--- src/rtl/conv_bias_add_if.sv ---
// Stream bundle for conv_bias_add: accumulator beats in, quantized results out.
// The slave modport is the block's view; the master modport is the producer/consumer side.
interface conv_bias_add_if #(
  parameter int unsigned ACC_W = 24,
  parameter int unsigned OUT_W = 16,
  parameter int unsigned CH_W  = 6
) ();
  logic             in_valid;
  logic             in_ready;
  logic [ACC_W-1:0] in_acc;
  logic [CH_W-1:0]  in_ch;
  logic             out_valid;
  logic             out_ready;
  logic [OUT_W-1:0] out_data;
  logic [CH_W-1:0]  out_ch;

  modport master (
    output in_valid, in_acc, in_ch, out_ready,
    input  in_ready, out_valid, out_data, out_ch
  );

  modport slave (
    input  in_valid, in_acc, in_ch, out_ready,
    output in_ready, out_valid, out_data, out_ch
  );
endinterface

--- src/rtl/conv_bias_add.sv ---
// Bias add, optional round/shift and saturation after the conv accumulator, fed by a bias SRAM.
// Define CONV_BIAS_RELU_EN to clamp the saturated result at zero (ReLU).
module conv_bias_add #(
  parameter int unsigned ACC_W  = 24,
  parameter int unsigned BIAS_W = 17,
  parameter int unsigned OUT_W  = 16,
  parameter int unsigned CH_NUM = 48,
  parameter int unsigned SHIFT  = 0,
  localparam int unsigned CH_W  = $clog2(CH_NUM)
) (
  input  logic              clk,
  input  logic              rst,
  conv_bias_add_if.slave    bus,
  output logic [CH_W-1:0]   bias_addr,
  input  logic [BIAS_W-1:0] bias_dout,
  output logic              err_ch
);

  // One spare bit for the add and one for the rounding increment.
  localparam int unsigned RND_W = ACC_W + 2;

  logic             s1_valid;
  logic [ACC_W-1:0] s1_acc;
  logic [CH_W-1:0]  s1_ch;
  logic             s1_oor;

  logic             out_valid_q;
  logic [OUT_W-1:0] out_data_q;
  logic [CH_W-1:0]  out_ch_q;
  logic             err_ch_q;

  logic adv;
  logic in_ready;
  logic accept;
  logic in_oor;

  assign adv       = !out_valid_q || bus.out_ready;
  assign in_ready  = !s1_valid || adv;
  assign accept    = bus.in_valid && in_ready;
  assign in_oor    = 32'(bus.in_ch) >= CH_NUM;
  // Holding the address on stall keeps bias_dout aligned with S1 every cycle.
  assign bias_addr = in_ready ? bus.in_ch : s1_ch;

  always_ff @(posedge clk or posedge rst) begin
    if (rst) begin
      s1_valid <= 1'b0;
      s1_acc   <= '0;
      s1_ch    <= '0;
      s1_oor   <= 1'b0;
      err_ch_q <= 1'b0;
    end else begin
      if (in_ready) begin
        s1_valid <= bus.in_valid;
      end
      if (accept) begin
        s1_acc <= bus.in_acc;
        s1_ch  <= bus.in_ch;
        s1_oor <= in_oor;
        if (in_oor) begin
          err_ch_q <= 1'b1;
        end
      end
    end
  end

  logic [BIAS_W-1:0]       bias_eff;
  logic signed [RND_W-1:0] sum_ext;
  logic signed [RND_W-1:0] shifted;
  logic [RND_W-OUT_W:0]    hi_bits;
  logic [OUT_W-1:0]        sat;
  logic [OUT_W-1:0]        result;

  assign bias_eff = s1_oor ? '0 : bias_dout;
  assign sum_ext  = {{(RND_W - ACC_W){s1_acc[ACC_W-1]}}, s1_acc}
                  + {{(RND_W - BIAS_W){bias_eff[BIAS_W-1]}}, bias_eff};

  if (SHIFT > 0) begin : g_shift
    logic signed [RND_W-1:0] rnd_sum;
    assign rnd_sum = sum_ext + (RND_W'(1) << (SHIFT - 1));
    assign shifted = rnd_sum >>> SHIFT;
  end else begin : g_no_shift
    assign shifted = sum_ext;
  end

  // In range iff every bit above the output sign bit matches it.
  assign hi_bits = shifted[RND_W-1:OUT_W-1];

  always_comb begin
    sat = shifted[OUT_W-1:0];
    if (!((&hi_bits) || !(|hi_bits))) begin
      sat = shifted[RND_W-1] ? {1'b1, {(OUT_W - 1){1'b0}}} : {1'b0, {(OUT_W - 1){1'b1}}};
    end
  end

`ifdef CONV_BIAS_RELU_EN
  assign result = sat[OUT_W-1] ? '0 : sat;
`else
  assign result = sat;
`endif

  always_ff @(posedge clk or posedge rst) begin
    if (rst) begin
      out_valid_q <= 1'b0;
      out_data_q  <= '0;
      out_ch_q    <= '0;
    end else if (adv) begin
      out_valid_q <= s1_valid;
      if (s1_valid) begin
        out_data_q <= result;
        out_ch_q   <= s1_ch;
      end
    end
  end

  assign bus.in_ready  = in_ready;
  assign bus.out_valid = out_valid_q;
  assign bus.out_data  = out_data_q;
  assign bus.out_ch    = out_ch_q;
  assign err_ch        = err_ch_q;

endmodule

--- src/flat_wrapper.sv ---
// flat-port wrapper written by rule: the top's interface ports become plain ports
module conv_bias_add_flat 
#(
  parameter int unsigned ACC_W  = 24,
  parameter int unsigned BIAS_W = 17,
  parameter int unsigned OUT_W  = 16,
  parameter int unsigned CH_NUM = 48,
  parameter int unsigned SHIFT  = 0,
  localparam int unsigned CH_W  = $clog2(CH_NUM)
)
  (clk, rst, bias_addr, bias_dout, err_ch, bus_in_valid, bus_in_acc, bus_in_ch, bus_out_ready, bus_in_ready, bus_out_valid, bus_out_data, bus_out_ch);
  conv_bias_add_if #(.ACC_W(ACC_W), .OUT_W(OUT_W), .CH_W(6)) bus_i ();
  input  logic clk;
  input  logic rst;
  output logic [CH_W-1:0] bias_addr;
  input  logic [BIAS_W-1:0] bias_dout;
  output logic err_ch;
  input wire logic [$bits(bus_i.in_valid)-1:0] bus_in_valid;
  input wire logic [$bits(bus_i.in_acc)-1:0] bus_in_acc;
  input wire logic [$bits(bus_i.in_ch)-1:0] bus_in_ch;
  input wire logic [$bits(bus_i.out_ready)-1:0] bus_out_ready;
  output wire logic [$bits(bus_i.in_ready)-1:0] bus_in_ready;
  output wire logic [$bits(bus_i.out_valid)-1:0] bus_out_valid;
  output wire logic [$bits(bus_i.out_data)-1:0] bus_out_data;
  output wire logic [$bits(bus_i.out_ch)-1:0] bus_out_ch;
  assign bus_i.in_valid = bus_in_valid;
  assign bus_i.in_acc = bus_in_acc;
  assign bus_i.in_ch = bus_in_ch;
  assign bus_i.out_ready = bus_out_ready;
  assign bus_in_ready = bus_i.in_ready;
  assign bus_out_valid = bus_i.out_valid;
  assign bus_out_data = bus_i.out_data;
  assign bus_out_ch = bus_i.out_ch;
  conv_bias_add #(.ACC_W(ACC_W), .BIAS_W(BIAS_W), .OUT_W(OUT_W), .CH_NUM(CH_NUM), .SHIFT(SHIFT)) u_core (.clk(clk), .rst(rst), .bus(bus_i), .bias_addr(bias_addr), .bias_dout(bias_dout), .err_ch(err_ch));
endmodule
--- config.mk ---
export PLATFORM = sky130hd
export DESIGN_NAME = conv_bias_add_flat
export DESIGN_NICKNAME = d
export VERILOG_FILES = /design/src/rtl/conv_bias_add_if.sv /design/src/rtl/conv_bias_add.sv /design/src/flat_wrapper.sv
export SDC_FILE = /design/constraint.sdc
export NUM_CORES = 1
export LEC_CHECK = 0
export CELL_PAD_IN_SITES_DETAIL_PLACEMENT = 1
export CELL_PAD_IN_SITES_GLOBAL_PLACEMENT = 2
export CORE_MARGIN = 2
export CORE_UTILIZATION = 29
export CTS_CLUSTER_SIZE = 12
export DETAILED_ROUTE_END_ITERATION = 6
export GPL_TIMING_DRIVEN = 0
export HOLD_SLACK_MARGIN = 0.08
export PLACE_DENSITY_LB_ADDON = 0.25
export SYNTH_ARGS = -nofsm -noshare
export SYNTH_HDL_FRONTEND = slang
export SYNTH_SLANG_ARGS = --single-unit
--- constraint.sdc ---
create_clock -name clk -period 3.5 [get_ports clk]
set_input_delay 0.525 -clock clk [delete_from_list [all_inputs] [get_ports clk]]
set_output_delay 0.525 -clock clk [all_outputs]
set_load 0.02 [all_outputs]
Yosys cells after proc, flatten, opt, wreduce, memory -nomap -nowiden:

Index checks and enable logic that the tools add are counted.

* bits of input ports: 51
* register bits after elaboration: 56
* logic and storage cells: 25

* muxes and demuxes: 4
* $add $sub $neg: 1
* reductions and logical operators: 11
* magnitude comparators: 1

Operators with widths (count)
* two-way mux 16 bit: 2
* adder 24 x 17 -> 25 bit: 1
* two-way mux 17 bit: 1
* AND reduction 11 bit: 1
* OR reduction 11 bit: 1
* greater-or-equal comparator 6 bit, second input constant: 1
* two-way mux 6 bit: 1
* AND reduction 2 bit: 2
* logical NOT 1 bit: 3
* logical OR 1 bit: 3
* logical AND 1 bit: 1

Logic depth before layout (Yosys ltp):

Gate-level depths: netlist (run 1).

* depth in word-level cells: 6
* mapped depth: 14
* mapped depth without buffers: 12

Worst setup path before layout (run 1):

Ideal clock, no wire load.

* kind: reg-to-reg
* start: reg u_core.s1_oor
* end: reg u_core.out_data_q[6], in the netlist u_core.bus.out_data[6]
* setup slack: 5 ps
* data arrival time: 3369 ps
* cell stages (with the launch flop): 15
* period minus slack after synthesis: 3495 ps
* path buffers: 2
* path through: dfrtp_1 clkbuf_1 nor2b_1 ha_1 fa_1 a211oi_1 o211ai_1 nand2_1 a21oi_2 a31oi_1 o21ai_1 xnor2_1 o41a_1 buf_6 a221o_1

* cells in the longest elaborated chain, start to end: 6

Ends and longest elaborated chain
* from (decl): line conv_bias_add.sv:25 `logic s1_oor;`
* from (signal assigned): line conv_bias_add.sv:58 `s1_oor <= in_oor;`
* two-way mux 17 bit *: line conv_bias_add.sv:73 `assign bias_eff = s1_oor ? '0 : bias_dout;`
* adder 24 x 17 -> 25 bit *: line conv_bias_add.sv:75 `+ {{(RND_W - BIAS_W){bias_eff[BIAS_W-1]}}, bias_eff};`
* OR reduction 11 bit: line conv_bias_add.sv:90 `if (!((&hi_bits) || !(|hi_bits))) begin`
* logical NOT 1 bit: line conv_bias_add.sv:90
* logical OR 1 bit: line conv_bias_add.sv:90
* two-way mux 16 bit *: line conv_bias_add.sv:90
* to (signal assigned): line conv_bias_add.sv:109 `out_data_q <= result;`
* to (decl): line conv_bias_add.sv:28 `logic [OUT_W-1:0] out_data_q;`

Mark *: on every way between the ends. The rest lies on a longest branch, timed or not.
A chain may end at the register's enable or synchronous reset.

Worst setup path after layout (run 1):

* start: in bias_dout[5]
* end: reg u_core.out_data_q[1], in the netlist u_core.bus.out_data[1]

* cells in the longest elaborated chain, start to end: 6

Ends and longest elaborated chain
* from (decl): line flat_wrapper.sv:16 `input logic [BIAS_W-1:0] bias_dout;`
* two-way mux 17 bit *: line conv_bias_add.sv:73
* adder 24 x 17 -> 25 bit *: line conv_bias_add.sv:75
* OR reduction 11 bit: line conv_bias_add.sv:90
* logical NOT 1 bit: line conv_bias_add.sv:90
* logical OR 1 bit: line conv_bias_add.sv:90
* two-way mux 16 bit *: line conv_bias_add.sv:90

Marked as above.

==> summary.md, run 1 <==
| Metric | Value |
|---|---|
| Ports | `82` |
| GPL Wtd Cong | `0.811` |
| Worst r2r dst | `u_core.bus.out_data[1]$_DFFE_PP0P_` |
| Crit end category | `register` |
| Routed vias | `3029` |
| DR DRC count | `0` |
| Number of clock sinks | `56` |
| Clock Path Buffers | `2` |
| CP Class | `in2reg` |
| Hold Path Depth | `1` |
| Root Driver | `clkbuf_16` |
| Final worst path period share | `1.01` |
| Area share of and/or/nand/nor cells after synthesis | `0.114` |
| Worst-path clk slew | `0.08 ns` |
| Setup TNS | `-0.539 ns` |
| Post-synth EDFFs | `0` |
| Post-synth top area cell | `dfrtp_1` |
| Register bit count reported by yosys | `56` |
| Worst path slowest cell | `o41a_1` |
| Initial detailed-routing violation count | `85` |
| DP Worst Slack | `-1.04 ns` |
| Area of the core | `11600 um^2` |
| Status | `finished, violations left` |
| Compound-Gate Fraction of Synth Area | `0.184` |
| Most frequently used flop master after synthesis | `dfrtp_1` |
| Synth warn | `0` |
| Total GRT Usage | `0.166` |
| Post-synthesis sequential area ratio | `0.404` |
| R2R Path Start | `u_core.s1_oor$_DFFE_PP0P_` |
| Share of cells above drive strength 1 | `0.318` |
| Diode count | `0` |
| Final setup viols | `14` |
| Initial Util | `0.300` |
| Hold WC Path Type | `reg2reg` |
| Post-route minimum period | `3.55 ns` |
| Top cell type's share of synthesized area | `0.404` |
| Failing checks | `negative setup slack` |
| Netlist Area Pre-Place | `3470 um^2` |
| Leak | `2.12 nW` |
| Syn Inst Count | `324` |
| Fillcell total | `1229` |
| Htree depth | `2` |
| Die height | `113 um` |
| Initial antenna violation count | `0` |
| Synthesis-to-layout area growth | `50.3%` |
| Syn Nets | `400` |
| Vias in the first global route | `3300` |
| CTS tree | `built` |
| Die Area | `12900 um^2` |
| P per Cell Area | `559 nW/um^2` |
| Skew final | `0.00662 ns` |
| Hold Slack | `0.503 ns` |
| Syn Area/Cell | `10.7 um^2` |
| Final ANT Viol Nets | `0` |
| Hold Startpoint | `u_core.err_ch$_DFFE_PP0P_` |
| Worst vdd ir | `0.000320 V` |
| Largest net degree at the start of global routing | `34` |
| DR pass1 iterations | `4` |
| Multi-input gate area | `2300 um^2` |
| Hold Crit Endpoint | `u_core.err_ch$_DFFE_PP0P_` |
| Cell family with most CP delay | `compound AO/OA/AOI/OAI gates` |
| Post-synthesis cell type count | `46` |
| Chip Width | `113 um` |
| WP buf/inv | `2` |
| Most frequent cell after synthesis | `dfrtp_1` |
| Clock Latency Late Sink | `0.30 ns` |
| Row cnt | `39` |
| Relative slew slack | `0.506` |
| Crit-path cells | `clkdlybuf4s50_1 -> nor2b_2 -> ha_4 -> o211ai_1 -> o211ai_1 -> nand2_1 -> o31a_1 -> a21oi_2 -> o21ai_2 -> o31a_1 -> o41a_1 -> buf_6 -> a221o_1` |
| Crit path launch type | `input port` |
| Routed vias/inst | `5.13` |
| Share of synthesized registers carrying an async set or reset | `1.00` |
| Critical Path RT | `3.68 ns` |
| Xor/xnor share of the synthesized area | `0.0505` |
| RSZ-0062 raised after global routing | `yes` |
| Worst-path fanout max | `6` |
| Crit path largest cell delay | `0.53 ns` |
| Final setup margin | `-0.0486 ns` |
| Max_cap viols | `0` |
| First-pass GRT wire length | `17000 um` |
| CTS buffer count | `5` |
| Synthesized-area fraction occupied by adder cells | `0.0923` |
| Aggregate global routing overflow | `0` |
| Most instantiated cells after synthesis | `dfrtp_1, mux2_2, nand2_1` |
| PortBufs | `81` |
| Ranking of synthesized cells by area | `dfrtp_1, mux2_2, ha_1` |
| Fin nets | `522` |
| CP arrival | `3.73 ns` |
| Largest family of logic cells by synthesized area | `compound AO/OA/AOI/OAI gates` |
| Final hold violation count | `0` |
| Max Freq | `282 MHz` |
| Count of pins over their slew limit | `0` |
| Mux cell area share after synthesis | `0.136` |
| Routed wire length | `10600 um` |
| Reg2Reg Depth | `14` |
| Reg area | `1400 um^2` |
| R2R setup slack | `-0.03 ns` |
| Least-Margin Pin Slew | `0.739 ns` |
| Per-cell routed wire length | `17.9 um` |
| Post-DP HPWL | `7410 um` |
-- cell type report --
type | count | area share
Buffer | 10 | 0.0137
Clock buffer | 5 | 0.0240
Clock inverter | 3 | 0.00432
Inverter | 4 | 0.00288
Multi-Input combinational cell | 253 | 0.441
Sequential cell | 56 | 0.269
Tap cell | 143 | 0.0343
Timing Repair Buffer | 116 | 0.211
-- registers in the layout (all words and copies together) (netlist names) --
signal,cells
u_core.bus.out_ch,6
u_core.bus.out_data,16
u_core.bus.out_valid,1
u_core.err_ch,1
u_core.s1_acc,24
u_core.s1_ch,6
u_core.s1_oor,1
u_core.s1_valid,1
-- worst register-to-register path: cells and delay by family (launching register included) --
family | cells | cell delay [ns]
AND/OR/NAND/NOR | 2 | 0.29
AO/OA/AOI/OAI | 8 | 1.92
adder cells (fa/ha/maj) | 2 | 0.41
buffers and inverters | 2 | 0.36
flip-flops | 1 | 0.44
-- metrics by stage --
step / util / cells / area, um^2 / total power (W)
floorplan: - / 324 / 3470 / 0.00167
global placement: 0.386 / 548 / 4460 / 0.00212
detailed placement: 0.387 / 549 / 4480 / 0.00214
CTS: 0.443 / 585 / 5120 / 0.00290
global route: 0.451 / 590 / 5220 / 0.00311
finish: 0.451 / 590 / 5220 / 0.00292
-- cells in the final DEF (no fill, tap or decap), drive strengths merged, types with 3 or more instances in the layout --
cell type      Yosys  routed
xor2               7       7
nor2b             17      17
clkdlybuf4s50      0      78
buf                4      39
a21oi             29      29
o211ai             7       7
nand2             28      28
nor2              12      12
dlygate4sd2        0       3
o21ai             13      13
nand4              5       5
mux2              42      42
ha                24      24
clkbuf             7      11
dfrtp             56      56
xnor2             13      13
a221o             15      15
inv                4       5
a21o               4       4
nor3               7       7
nand2b             3       3
-- how the worst max path moves through the flow --
stage | startpoint | to | slack, ns | cells after the start
finish | bias_dout[5] | u_core.bus.out_data[1]$_DFFE_PP0P_ | -0.05 | 13
global route | u_core.s1_oor$_DFFE_PP0P_ | u_core.bus.out_data[9]$_DFFE_PP0P_ | -0.20 | 14
CTS | u_core.s1_oor$_DFFE_PP0P_ | u_core.bus.out_data[2]$_DFFE_PP0P_ | -0.006 | 14
detailed placement | u_core.s1_oor$_DFFE_PP0P_ | u_core.bus.out_data[6]$_DFFE_PP0P_ | -1.04 | 14
global placement | u_core.s1_oor$_DFFE_PP0P_ | u_core.bus.out_data[2]$_DFFE_PP0P_ | -0.96 | 14
floorplan | u_core.s1_oor$_DFFE_PP0P_ | u_core.bus.out_data[6]$_DFFE_PP0P_ | 0.005 | 14
-- logic make-up after synthesis --
kind of cell | after synthesis
mux | 42
simple gates | 80
flops | 56
buf+inv | 15
fa+ha+maj | 25
compound gates | 86
xor+xnor | 20
-- power by group --
part           total, W  switching [W]  internal (W)
combinational   0.00149       0.000729      0.000764
sequential     0.000900       0.000108      0.000792
clock          0.000525       0.000256      0.000269
-- routing by layer --
layer  vias up  global-route usage  routed length, um
met3         9              0.0377                572
met5         -                   0                  0
li1       1446                   -                  -
met2        68               0.285               5240
met1      1506               0.216               4630
met4         0              0.0366                114
-- timing repair --
| item | CTS | global route |
|---|---|---|
| setup endpoints to repair | 16 | 15 |
| gates resized for setup | 65 | 11 |
| buffers inserted | 28 | 4 |
| hold buffers | 0 | 0 |
| gates cloned | 1 | 1 |
| pin swaps | 29 | 10 |
(Power assumes the default switching activity.)
==> inputs of run 2 (changes only) <==
--- a/config.mk
+++ b/config.mk
@@ -14,6 +14,7 @@
 export GPL_TIMING_DRIVEN = 0
 export HOLD_SLACK_MARGIN = 0.08
 export PLACE_DENSITY_LB_ADDON = 0.25
+export RECOVER_POWER = 50
 export SYNTH_ARGS = -nofsm -noshare
 export SYNTH_HDL_FRONTEND = slang
 export SYNTH_SLANG_ARGS = --single-unit
==> run 2 against run 1 <==
The flow still finishes with violations (negative setup slack). First-iteration DRC count decreased by 8.2%. Worst hold slack improved by 0.0020 ns. Final area decreased by 0.31%. Sequential cell count unchanged. Core utilization decreased by 0.14 points. Final cell count unchanged. Critical path depth unchanged.
==> summary.md, run 2 (synthesis results as in run 1) <==
| Metric | Value |
|---|---|
| Relative slew slack | `0.0985 (-0.408)` |
| Die height | `113 um (unchanged)` |
| Post-route minimum period | `3.55 ns (-0.00112 ns)` |
| P_sw | `0.00109 W (-0.21%)` |
| Max Freq | `282 MHz (about the same)` |
| Int Pwr | `0.00182 W (-0.52%)` |
| Ports | `82 (unchanged)` |
| Aggregate global routing overflow | `0 (unchanged)` |
| Failing checks | `negative setup slack` |
| CTS buffer count | `5 (unchanged)` |
| Per-cell routed wire length | `17.9 um (+0.11%)` |
| Initial Util | `0.300 (unchanged)` |
| Most common cell after layout, fill and taps aside | `clkdlybuf4s50_1` |
| GPL Wtd Cong | `0.811 (unchanged)` |
| Worst vdd ir | `0.000319 V (-0.32%)` |
| CTS tree | `built` |
| Diode count | `0 (unchanged)` |
| Fin nets | `522 (unchanged)` |
| DR DRC count | `0 (unchanged)` |
| Tot Pwr | `0.00291 W (-0.40%)` |
| Setup TNS | `-0.539 ns (+0.000102 ns)` |
| Number of clock sinks | `56 (unchanged)` |
| Max reg flops | `24 (unchanged)` |
| CP Class | `in2reg` |
| Post-DP HPWL | `7410 um (unchanged)` |
| Final Non-Filler Cells | `590 (unchanged)` |
| Routed vias | `3032 (+0.099%)` |
| Most flops, register | `u_core.s1_acc` |
| Skew final | `0.00663 ns (+0.00000719 ns)` |
| P per Cell Area | `559 nW/um^2 (about the same)` |
| Final hold violation count | `0 (unchanged)` |
| Row cnt | `39 (unchanged)` |
| Clock network power share | `0.180 (about the same)` |
| Post-cts hold buffer count | `0 (unchanged)` |
| Synthesis-to-layout area growth | `49.9%` |
| Flop pwr share | `0.309 (about the same)` |
| Placed cell count | `549 (unchanged)` |
| Status | `finished, violations left` |
| Final setup margin | `-0.0475 ns (+0.00112 ns)` |
| Largest net degree at the start of global routing | `34 (unchanged)` |
| Final setup viols | `14 (unchanged)` |
| Count of pins over their slew limit | `0 (unchanged)` |
| First-pass GRT wire length | `17000 um (unchanged)` |
| Max_cap viols | `0 (unchanged)` |
| Root Driver | `clkbuf_16` |
| Initial detailed-routing violation count | `78 (-8.2%)` |
| Routed vias/inst | `5.14 (about the same)` |
| RSZ-0062 raised after global routing | `yes` |
| Sw Ratio | `0.375 (+0.000729)` |
| Util after Layout | `0.450 (-0.00141)` |
| DR pass1 iterations | `4 (unchanged)` |
| Worst-path fanout max | `6 (unchanged)` |
| Critical Path RT | `3.68 ns (about the same)` |
| R2R setup slack | `-0.02 ns (about the same)` |
| Hold WC Path Type | `reg2reg` |
| CP arrival | `3.73 ns (about the same)` |
| Share of cells above drive strength 1 | `0.313 (-0.00447)` |
| PortBufs | `81 (unchanged)` |
| Routed wire length | `10600 um (+0.11%)` |
| Clock Latency Late Sink | `0.30 ns (about the same)` |
| Hold Slack | `0.505 ns (+0.00203 ns)` |
| Crit end category | `register` |
| Total GRT Usage | `0.166 (unchanged)` |
| Least-Margin Pin Slew | `1.35 ns (+0.613 ns)` |
| Crit path launch type | `input port` |
| Initial antenna violation count | `0 (unchanged)` |
| Die Area | `12900 um^2 (unchanged)` |
| Combinational Power Share | `0.510 (-0.002)` |
| Chip Width | `113 um (unchanged)` |
| Clock Path Buffers | `2 (unchanged)` |
| Htree depth | `2 (unchanged)` |
| Final ANT Viol Nets | `0 (unchanged)` |
| Leak | `2.11 nW (-0.29%)` |
| Most frequent cells in the layout | `clkdlybuf4s50_1, dfrtp_1, mux2_2` |
| Final worst path period share | `1.01 (about the same)` |
| Area of the core | `11600 um^2 (unchanged)` |
| Worst-path clk slew | `0.08 ns (about the same)` |
| Vias in the first global route | `3300 (unchanged)` |
[run 2: cell count changes in the layout (fill, tap and decap cells not counted), sizes merged]
| cell | previous run | this run |
|---|---|---|
| clkdlybuf4s50 | 78 | 71 |
| clkbuf | 11 | 12 |
| dlygate4sd3 | 0 | 7 |
| buf | 39 | 38 |
[run 2: power by group through the flow]
stage	logic, W	clock network [W]	registers (W)
finish	0.00148	0.000524	0.000899
global route	0.00161	0.000567	0.000919
CTS	0.00145	0.000546	0.000901
detailed placement	0.00123	0	0.000907
global placement	0.00122	0	0.000901
floorplan	0.000680	0	0.000990
[run 2: what timing repair did]
action                     in CTS  in global routing
setup endpoints to repair      16                 15
gates cloned                    1                  1
pin swaps                      29                 10
gates resized for setup        65                 11
setup buffers                  28                  4
[run 2: path summary, 6_finish.rpt]
check                                                          end  cells past startpoint                      start
worst min-delay path                     u_core.err_ch$_DFFE_PP0P_                      1  u_core.err_ch$_DFFE_PP0P_
min in group asynchronous             u_core.s1_acc[0]$_DFFE_PP0P_                      2                        rst
worst min register to register           u_core.err_ch$_DFFE_PP0P_                      1  u_core.err_ch$_DFFE_PP0P_
max in group asynchronous                u_core.s1_oor$_DFFE_PP0P_                      3                        rst
worst max register to register  u_core.bus.out_data[7]$_DFFE_PP0P_                     14  u_core.s1_oor$_DFFE_PP0P_
worst max-delay path            u_core.bus.out_data[7]$_DFFE_PP0P_                     13               bias_dout[5]
[run 2: layout make-up]
type                    instances  area (um^2)
inverters                       4         15.0
plain buffers                  10         71.3
multi-input cells             253         2300
clock buffers                   5          125
fillers                      1232         6360
repair buffers                116         1080
clock inverters                 3         22.5
well taps                     143          179
flip-flops and latches         56         1400
[run 2: worst max-delay path, stage by stage]
cell             delay (ns)
clkdlybuf4s50_1        0.39
nor2b_2                0.17
ha_4                   0.31
o211ai_1               0.13
o211ai_1               0.31
nand2_1                0.16
o31a_1                 0.35
a21oi_2                0.21
o21ai_2                0.09
o31a_1                 0.12
o41a_1                 0.53
buf_6                  0.18
a221o_1                0.26
[run 2: per-layer routing]
metal  up-vias  share of wire  track usage  wire length [um]
met5         -              0            0                 0
met1      1505           0.45        0.216              4750
li1       1449              -            -                 -
met4         0          0.011       0.0366               114
met2        69           0.49        0.285              5230
met3         9          0.045       0.0377               481
[run 2: metrics by stage]
step / setup WS [ns] / instance area (um^2)
2_1_floorplan: 0.00461 / 3470
3_5_place_dp: -1.04 / 4480
5_1_grt: -0.197 / 5200
6_report: -0.0475 / 5200
3_3_place_gp: -0.959 / 4460
4_1_cts: -0.00621 / 5120
